## config.mk

```make
export PLATFORM = sky130hd
export DESIGN_NAME = ex_mem
export DESIGN_NICKNAME = d
export VERILOG_FILES = /design/src/rtl/ex_mem.sv
export SDC_FILE = /design/constraint.sdc
export NUM_CORES = 1
export LEC_CHECK = 0
export CAP_MARGIN = 20
export CORE_AREA = 2 2 136 138
export CTS_CLUSTER_DIAMETER = 50
export CTS_CLUSTER_SIZE = 8
export DETAILED_ROUTE_END_ITERATION = 16
export DIE_AREA = 0 0 138 140
export HOLD_SLACK_MARGIN = 0.03
export PLACE_DENSITY = 0.69
export SKIP_LAST_GASP = 1
export SLEW_MARGIN = 20
export SYNTH_ARGS = -nofsm -noshare
export SYNTH_HDL_FRONTEND = slang
export SYNTH_SLANG_ARGS = --single-unit
export TNS_END_PERCENT = 5
```

## constraint.sdc

```tcl
create_clock -name clk -period 3.82 [get_ports clk]
set_input_delay 0.764 -clock clk [delete_from_list [all_inputs] [get_ports clk]]
set_output_delay 0.764 -clock clk [all_outputs]
set_load 0.01 [all_outputs]
```

## src/rtl/ex_mem.sv

```systemverilog
`default_nettype none
// ============================================================================
//  Module   : ex_mem
//  Purpose  : EX->MEM pipeline register with stall/bubble/hold/flush handling
//             and the MADD/MSUB intermediate feedback path to EX.
//  Options  : EX_MEM_MADD_EN builds the hilo/cnt feedback flops.
//  Revision : 1.0  initial release
// ============================================================================
module ex_mem (
   input  logic        clk,
   input  logic        rst,
   input  logic [5:0]  stall,
   input  logic        flush,
   input  logic [4:0]  ex_wd,
   input  logic        ex_wreg,
   input  logic [31:0] ex_wdata,
   input  logic        ex_whilo,
   input  logic [31:0] ex_hi,
   input  logic [31:0] ex_lo,
   input  logic [63:0] hilo_i,
   input  logic [1:0]  cnt_i,
   output logic [4:0]  mem_wd,
   output logic        mem_wreg,
   output logic [31:0] mem_wdata,
   output logic        mem_whilo,
   output logic [31:0] mem_hi,
   output logic [31:0] mem_lo,
   output logic [63:0] hilo_o,
   output logic [1:0]  cnt_o
);

   logic w_advance;
   logic w_bubble;

   // Hold is implied when neither advance nor bubble applies (EX and MEM both stalled).
   assign w_advance = ~stall[3];
   assign w_bubble  = stall[3] & ~stall[4];

   always_ff @(posedge clk or posedge rst) begin
      if (rst) begin
         mem_wd    <= 5'd0;
         mem_wreg  <= 1'b0;
         mem_wdata <= 32'd0;
         mem_whilo <= 1'b0;
         mem_hi    <= 32'd0;
         mem_lo    <= 32'd0;
      end else if (flush || w_bubble) begin
         mem_wd    <= 5'd0;
         mem_wreg  <= 1'b0;
         mem_wdata <= 32'd0;
         mem_whilo <= 1'b0;
         mem_hi    <= 32'd0;
         mem_lo    <= 32'd0;
      end else if (w_advance) begin
         mem_wd    <= ex_wd;
         mem_wreg  <= ex_wreg;
         mem_wdata <= ex_wdata;
         mem_whilo <= ex_whilo;
         mem_hi    <= ex_hi;
         mem_lo    <= ex_lo;
      end
   end

`ifdef EX_MEM_MADD_EN
   // The intermediate product survives only while EX sits stalled mid-MADD/MSUB.
   always_ff @(posedge clk or posedge rst) begin
      if (rst) begin
         hilo_o <= 64'd0;
         cnt_o  <= 2'd0;
      end else if (flush || w_advance) begin
         hilo_o <= 64'd0;
         cnt_o  <= 2'd0;
      end else if (w_bubble) begin
         hilo_o <= hilo_i;
         cnt_o  <= cnt_i;
      end
   end

   logic unused_stall_bits;
   assign unused_stall_bits = ^{stall[5], stall[2:0]};
`else
   assign hilo_o = 64'd0;
   assign cnt_o  = 2'd0;

   logic unused_madd_inputs;
   assign unused_madd_inputs = ^{hilo_i, cnt_i, stall[5], stall[2:0]};
`endif

endmodule
`default_nettype wire
```

==> metrics.md, run 1 <==
| Metric | Value |
|---|---|
| CP required | `3.06 ns` |
| Maximum fanout along the worst path | `2` |
| Start of the worst register-to-register path | `mem_hi[25]` |
| Vias in the first global route | `4066` |
| Reg2Reg Depth | `2` |
| Register area share after synthesis | `0.477` |
| Synth Flop Type | `dfrtp_1` |
| CORE AREA | `0.0178 sq mm` |
| FP Rows | `49` |
| CP startpoint kind | `flop` |
| Worst slew margin | `0.475` |
| Netlist cell types | `14` |
| Die Height | `140 microns` |
| Worst VDD drop | `0.189 mV` |
| Tmin final | `2.05 ns` |
| CTS Buf Count | `9` |
| GR Overflow Total | `0` |
| Die X-Extent | `138 microns` |
| Fin Hold WS | `0.533 ns` |
| Crit-path cells | `clkdlybuf4s50_1` |
| Fin. max-slew vios | `0` |
| Lkg Pwr | `0.00303 uW` |
| Net Switching | `666 uW` |
| Hold Path End | `mem_hi[30]` |
| Port buffer count | `210` |
| All-layer global routing usage | `0.141` |
| Hold depth | `2` |
| Fmax | `488 MHz` |
| Worst path bufs/invs | `1` |
| Unrepaired setup endpoints after global routing | `false` |
| I/O pin total | `347` |
| Reg2reg end | `mem_hi[25]` |
| Final setup viols | `0` |
| Area contributors post-synth | `dfrtp_1 (48%), nand2b_1 (12%), buf_4 (10%)` |
| Final setup TNS | `0 ns` |
| Synth Instances | `525` |
| DRC errors left | `0` |
| Crit share post-route | `0.537` |
| Sequential share of power | `0.435` |
| Hold-fix buffers, CTS | `0` |
| Post-CTS setup buffers | `0` |
| First-pass iteration count of the detailed router | `4` |
| Max-capacitance violation count | `0` |
| Outcome | `finished, final reports clean` |
| Final hold viol count | `0` |
| Kind of critical path | `reg -> out` |
| Pwr/cell area | `351 mW/mm^2` |
| Levels on crit path | `1` |
| Int Pwr | `2020 uW` |
| Area growth, synth to finish | `41.7%` |
| Layout cells sized above 1 | `0.144` |
| Maximum buffer depth of the clock tree | `2` |
| Post-synth top area share | `0.477` |
| Clk root buf | `clkbuf_16` |
| Synth Area per Inst | `10.3 sq um` |
| Starting Density | `0.304` |
| Routed WL | `13700 microns` |
| Number of synthesized flops with an enable pin | `0` |
| Async S/R FF share, synth | `1.00` |
| Initial antenna violation count | `0` |
| WP data arrival | `1.29 ns` |
| Die area | `0.0193 sq mm` |
| H-tree depth | `3` |
| Final GP Congestion | `0.749` |
| DR iter-0 viols | `178` |
| Worst clock skew | `0 ns` |
| Avg WL per Cell | `14.6 microns` |
| Final nets | `883` |
| Clock slew at reported path FFs | `0.07 ns` |
| R2R Setup Slk | `3.12 ns` |
| Synth warn | `0` |
| Synth Register Bits | `103` |
| Drt via density | `4.44` |
| Clock Latency Late Sink | `0.35 ns` |
| Critical Path End Type | `primary output` |
| Logic pwr share | `0.175` |
| Max stage delay on crit path | `0.57 ns` |
| Synth cell count leaders | `dfrtp_1 (103), nand2b_1 (103), buf_4 (73)` |
| Diode count | `0` |
| CP max stage cell | `clkdlybuf4s50_1` |
| Largest area contributor in the netlist | `dfrtp_1` |
| Worst-Margin Slew | `0.787 ns` |
| Post-DP HPWL | `8770 microns` |
| Post-route ant nets | `0` |
| Via count | `4165` |
| Post-CTS Resized | `0` |
| Origin of the worst min-delay path | `mem_hi[30]` |
| CP delay by family, top | `buffers and inverters` |
| Net Sw Frac | `0.248` |
| Hold WC Path Type | `reg -> reg` |
| Largest net degree at the start of global routing | `91` |
| Clock sink count | `103` |
| Clock Power Share | `0.390` |
| First-pass GRT wire length | `22200 microns` |
| TritonCTS clock tree | `done` |
| Synth Cell Area | `0.00540 sq mm` |
==> sequential cells by signal (all words and copies together) (netlist names) <==
| register | flops |
|---|---|
| mem_wd | 5 |
| mem_wreg | 1 |
| mem_whilo | 1 |
| mem_hi | 32 |
| mem_wdata | 32 |
| mem_lo | 32 |
==> power groups by stage <==
stage / combinational (uW) / clock (uW) / sequential (uW)
after floorplan: 258 / 0 / 1210
after global placement: 476 / 0 / 1190
after detailed placement: 477 / 0 / 1190
after CTS: 478 / 1090 / 1170
after global routing: 512 / 1120 / 1170
final: 470 / 1050 / 1170
==> metrics by stage <==
stage,setup WS (ns),instance area (sq um),total power (uW),instances,utilization
after floorplan,0.352,5650,1470,590,-
after global placement,1.68,7330,1660,923,0.412
after detailed placement,1.66,7330,1670,923,0.412
after CTS,1.74,7660,2730,938,0.431
after global routing,1.72,7660,2800,938,0.431
final,1.77,7660,2680,938,0.431
==> layout by cell type, fill, tap and decap left out <==
master / instances
clkdlybuf4s50_1: 207
a21oi_1: 63
buf_6: 1
nand3_2: 40
bufinv_16: 3
nand3_1: 63
clkbuf_1: 2
a21oi_2: 40
buf_12: 4
conb_1: 66
clkinv_2: 1
clkbuf_16: 9
dfrtp_1: 103
inv_4: 1
buf_4: 3
nand2b_1: 103
==> area by class of cell <==
| cell class | instances | area (sq um) |
|---|---|---|
| Timing Repair Buffer | 215 | 2190 |
| Inverter | 1 | 6.26 |
| Clock inverter | 4 | 95.1 |
| Sequential cell | 103 | 2580 |
| Fill cell | 1737 | 10100 |
| Clock buffer | 11 | 233 |
| Tap cell | 229 | 287 |
| Multi-Input combinational cell | 375 | 2270 |
==> per-layer routing <==
metal  GRT usage  wire length [microns]  vias up
li1            -                      -     1979
met1       0.164                   5590     2015
met2       0.249                   6950      155
met3      0.0359                    910       16
met4      0.0596                    288        0
met5           0                      0        -
==> worst max-delay path by stage <==
stage                  start             to  slack [ns]
5_1_grt        mem_wdata[23]  mem_wdata[23]        1.72
2_1_floorplan            rst      mem_hi[0]        0.35
6_report       mem_wdata[30]  mem_wdata[30]        1.77
4_1_cts        mem_wdata[31]  mem_wdata[31]        1.74
3_3_place_gp        stall[4]     mem_lo[25]        1.68
3_5_place_dp        stall[4]   mem_wdata[6]        1.66
==> kinds of logic (layout without fill, tap and decap cells) <==
kind of cell | after synthesis | after routing | share of synthesized area
AO/OA/AOI/OAI | 103 | 103 | 0.123
buffers and inverters | 112 | 231 | 0.147
flip-flops | 103 | 103 | 0.477
other | 1 | 66 | 0.000694
AND/OR/NAND/NOR | 206 | 206 | 0.252
Power figures use the tool's default switching activity.
==> inputs of run 2 (changes only) <==
Settings changed: CORE_AREA 2 2 136 138 to 2 2 135 137, DIE_AREA 0 0 138 140 to 0 0 137 139, PLACE_DENSITY 0.69 to 0.73.
Clock period 3.82 ns to 1.8 ns, I/O delays scaled along.
==> metrics.md, run 2 (synthesis results as in run 1) <==
| Metric | Value |
|---|---|
| I/O pin total | `347 (unchanged)` |
| CP startpoint kind | `flop (unchanged)` |
| DP Area | `0.00745 sq mm (was 0.00733 sq mm)` |
| DR iter-0 viols | `129 (was 178)` |
| Die X-Extent | `137 microns (was 138 microns)` |
| Worst clock skew | `0 ns (unchanged)` |
| Clk root buf | `clkbuf_16 (unchanged)` |
| Max-capacitance violation count | `0 (unchanged)` |
| Hold WC Path Type | `in -> async (was reg -> reg)` |
| Layout cells sized above 1 | `0.156 (was 0.144)` |
| Worst path bufs/invs | `1 (unchanged)` |
| Worst VDD drop | `0.393 mV (was 0.189 mV)` |
| Final setup TNS | `0 ns (unchanged)` |
| CORE AREA | `0.0177 sq mm (was 0.0178 sq mm)` |
| DRC errors left | `0 (unchanged)` |
| All-layer global routing usage | `0.141 (about the same)` |
| Hold-fix buffers, CTS | `0 (unchanged)` |
| Fin area | `0.00775 sq mm (was 0.00766 sq mm)` |
| Pwr/cell area | `714 mW/mm^2 (was 351 mW/mm^2)` |
| Die area | `0.0190 sq mm (was 0.0193 sq mm)` |
| Maximum fanout along the worst path | `2 (unchanged)` |
| Tmin final | `1.65 ns` |
| Avg WL per Cell | `14.2 microns (was 14.6 microns)` |
| Regs by FF count | `mem_hi: 32 flops, mem_lo: 32 flops, mem_wdata: 32 flops (unchanged)` |
| Final setup viols | `0 (unchanged)` |
| Largest net degree at the start of global routing | `73 (was 91)` |
| Reg area | `0.00258 sq mm (unchanged)` |
| Final GP Congestion | `0.768 (was 0.749)` |
| First-pass iteration count of the detailed router | `4 (unchanged)` |
| Port buffer count | `210 (unchanged)` |
| CP required | `1.44 ns (was 3.06 ns)` |
| Multi-input gate area | `0.00227 sq mm (unchanged)` |
| CP max stage cell | `clkdlybuf4s50_1 (unchanged)` |
| Critical Path End Type | `primary output (unchanged)` |
| Clock slew at reported path FFs | `0.07 ns (about the same)` |
| Area growth, synth to finish | `43.5% (was 41.7%)` |
| Routed WL | `13400 microns (was 13700 microns)` |
| Levels on crit path | `1 (unchanged)` |
| Post-DP HPWL | `9200 microns (was 8770 microns)` |
| FP Rows | `49 (unchanged)` |
| Fin. max-slew vios | `0 (unchanged)` |
| H-tree depth | `3 (unchanged)` |
| Initial antenna violation count | `1 (was 0)` |
| Drt via density | `4.38 (was 4.44)` |
| GR Overflow Total | `0 (unchanged)` |
| Outcome | `finished, final reports clean (unchanged)` |
| Starting Density | `0.306 (was 0.304)` |
| TritonCTS clock tree | `done (unchanged)` |
| Final nets | `890 (was 883)` |
| CTS Buf Count | `9 (unchanged)` |
| Diode count | `0 (unchanged)` |
| Power Total | `5540 uW (was 2680 uW)` |
| Fmax | `608 MHz` |
| Via count | `4141 (was 4165)` |
| CP delay by family, top | `buffers and inverters (unchanged)` |
| Final hold viol count | `0 (unchanged)` |
| First-pass GRT wire length | `21100 microns (was 22200 microns)` |
| Crit share post-route | `0.914` |
| Most common cell after layout, fill and taps aside | `clkdlybuf4s50_1 (unchanged)` |
| Vias in the first global route | `3969 (was 4066)` |
| Kind of critical path | `reg -> out (unchanged)` |
| Maximum buffer depth of the clock tree | `2 (unchanged)` |
| Crit-path cells | `clkdlybuf4s50_1 (unchanged)` |
| Clock sink count | `103 (unchanged)` |
| Unrepaired setup endpoints after global routing | `false (unchanged)` |
| Post-CTS Resized | `0 (unchanged)` |
| Die Height | `139 microns (was 140 microns)` |
| WP data arrival | `1.29 ns (about the same)` |
| Most frequent cells in the layout | `clkdlybuf4s50_1 (207), nand2b_1 (103), dfrtp_1 (103) (unchanged)` |
| Reg2Reg Depth | `2 (unchanged)` |
| Post-route ant nets | `0 (unchanged)` |
| Clock Latency Late Sink | `0.34 ns (was 0.35 ns)` |
| Lkg Pwr | `0.00308 uW (was 0.00303 uW)` |
| Max stage delay on crit path | `0.57 ns (about the same)` |
| Post-CTS setup buffers | `0 (unchanged)` |
| Layout fillers | `1734 (was 1737)` |
==> run 2: changes by cell type in the layout (fill, tap and decap cells not counted), moves of 2 or more <==
cell and change:
clkinvlp_4 +2, bufinv_16 -2, buf_4 +2, clkbuf_1 -2, clkbuf_8 +2, buf_12 +5
==> run 2: final timing paths <==
check | from | to | slack (ns)
worst min register to register | mem_hi[5] | mem_hi[5] | 0.53
min in group clk | stall[3] | mem_lo[4] | 0.32
worst max register to register | mem_hi[1] | mem_hi[1] | 1.13
max in group asynchronous | rst | mem_wdata[23] | 1.02
worst max-delay path | mem_lo[12] | mem_lo[12] | 0.15
worst min-delay path | rst | mem_hi[4] | 0.26
==> run 2: cell type report <==
| type | instances | share of cell area |
|---|---|---|
| clock inverters | 5 | 0.00726 |
| multi-input cells | 375 | 0.293 |
| inverters | 1 | 0.000968 |
| repair buffers | 222 | 0.297 |
| flip-flops and latches | 103 | 0.332 |
| well taps | 229 | 0.0369 |
| clock buffers | 11 | 0.0326 |
==> run 2: metal layers <==
layer | track usage | vias to the layer above | part of all wire
met5 | 0 | - | 0.00097
met4 | 0.0548 | 2 | 0.018
met3 | 0.0409 | 18 | 0.078
met2 | 0.239 | 151 | 0.50
met1 | 0.166 | 1982 | 0.40
li1 | - | 1988 | -
==> run 2: through the flow <==
step                      instances   util  hold slack, ns  setup slack (ns)
final                           946  0.439           0.256             0.154
after global routing            946  0.439           0.251            0.0793
after CTS                       946  0.439           0.237             0.124
after detailed placement        930  0.422           0.526             0.494
after global placement          930  0.422           0.521             0.524
after floorplan                 590      -           0.503             0.208
==> run 2: report_power, final <==
group          leakage (uW)  internal, uW  switching (uW)
logic               0.00155           539             485
registers           0.00138          2420            61.2
clock network      0.000152          1150             882
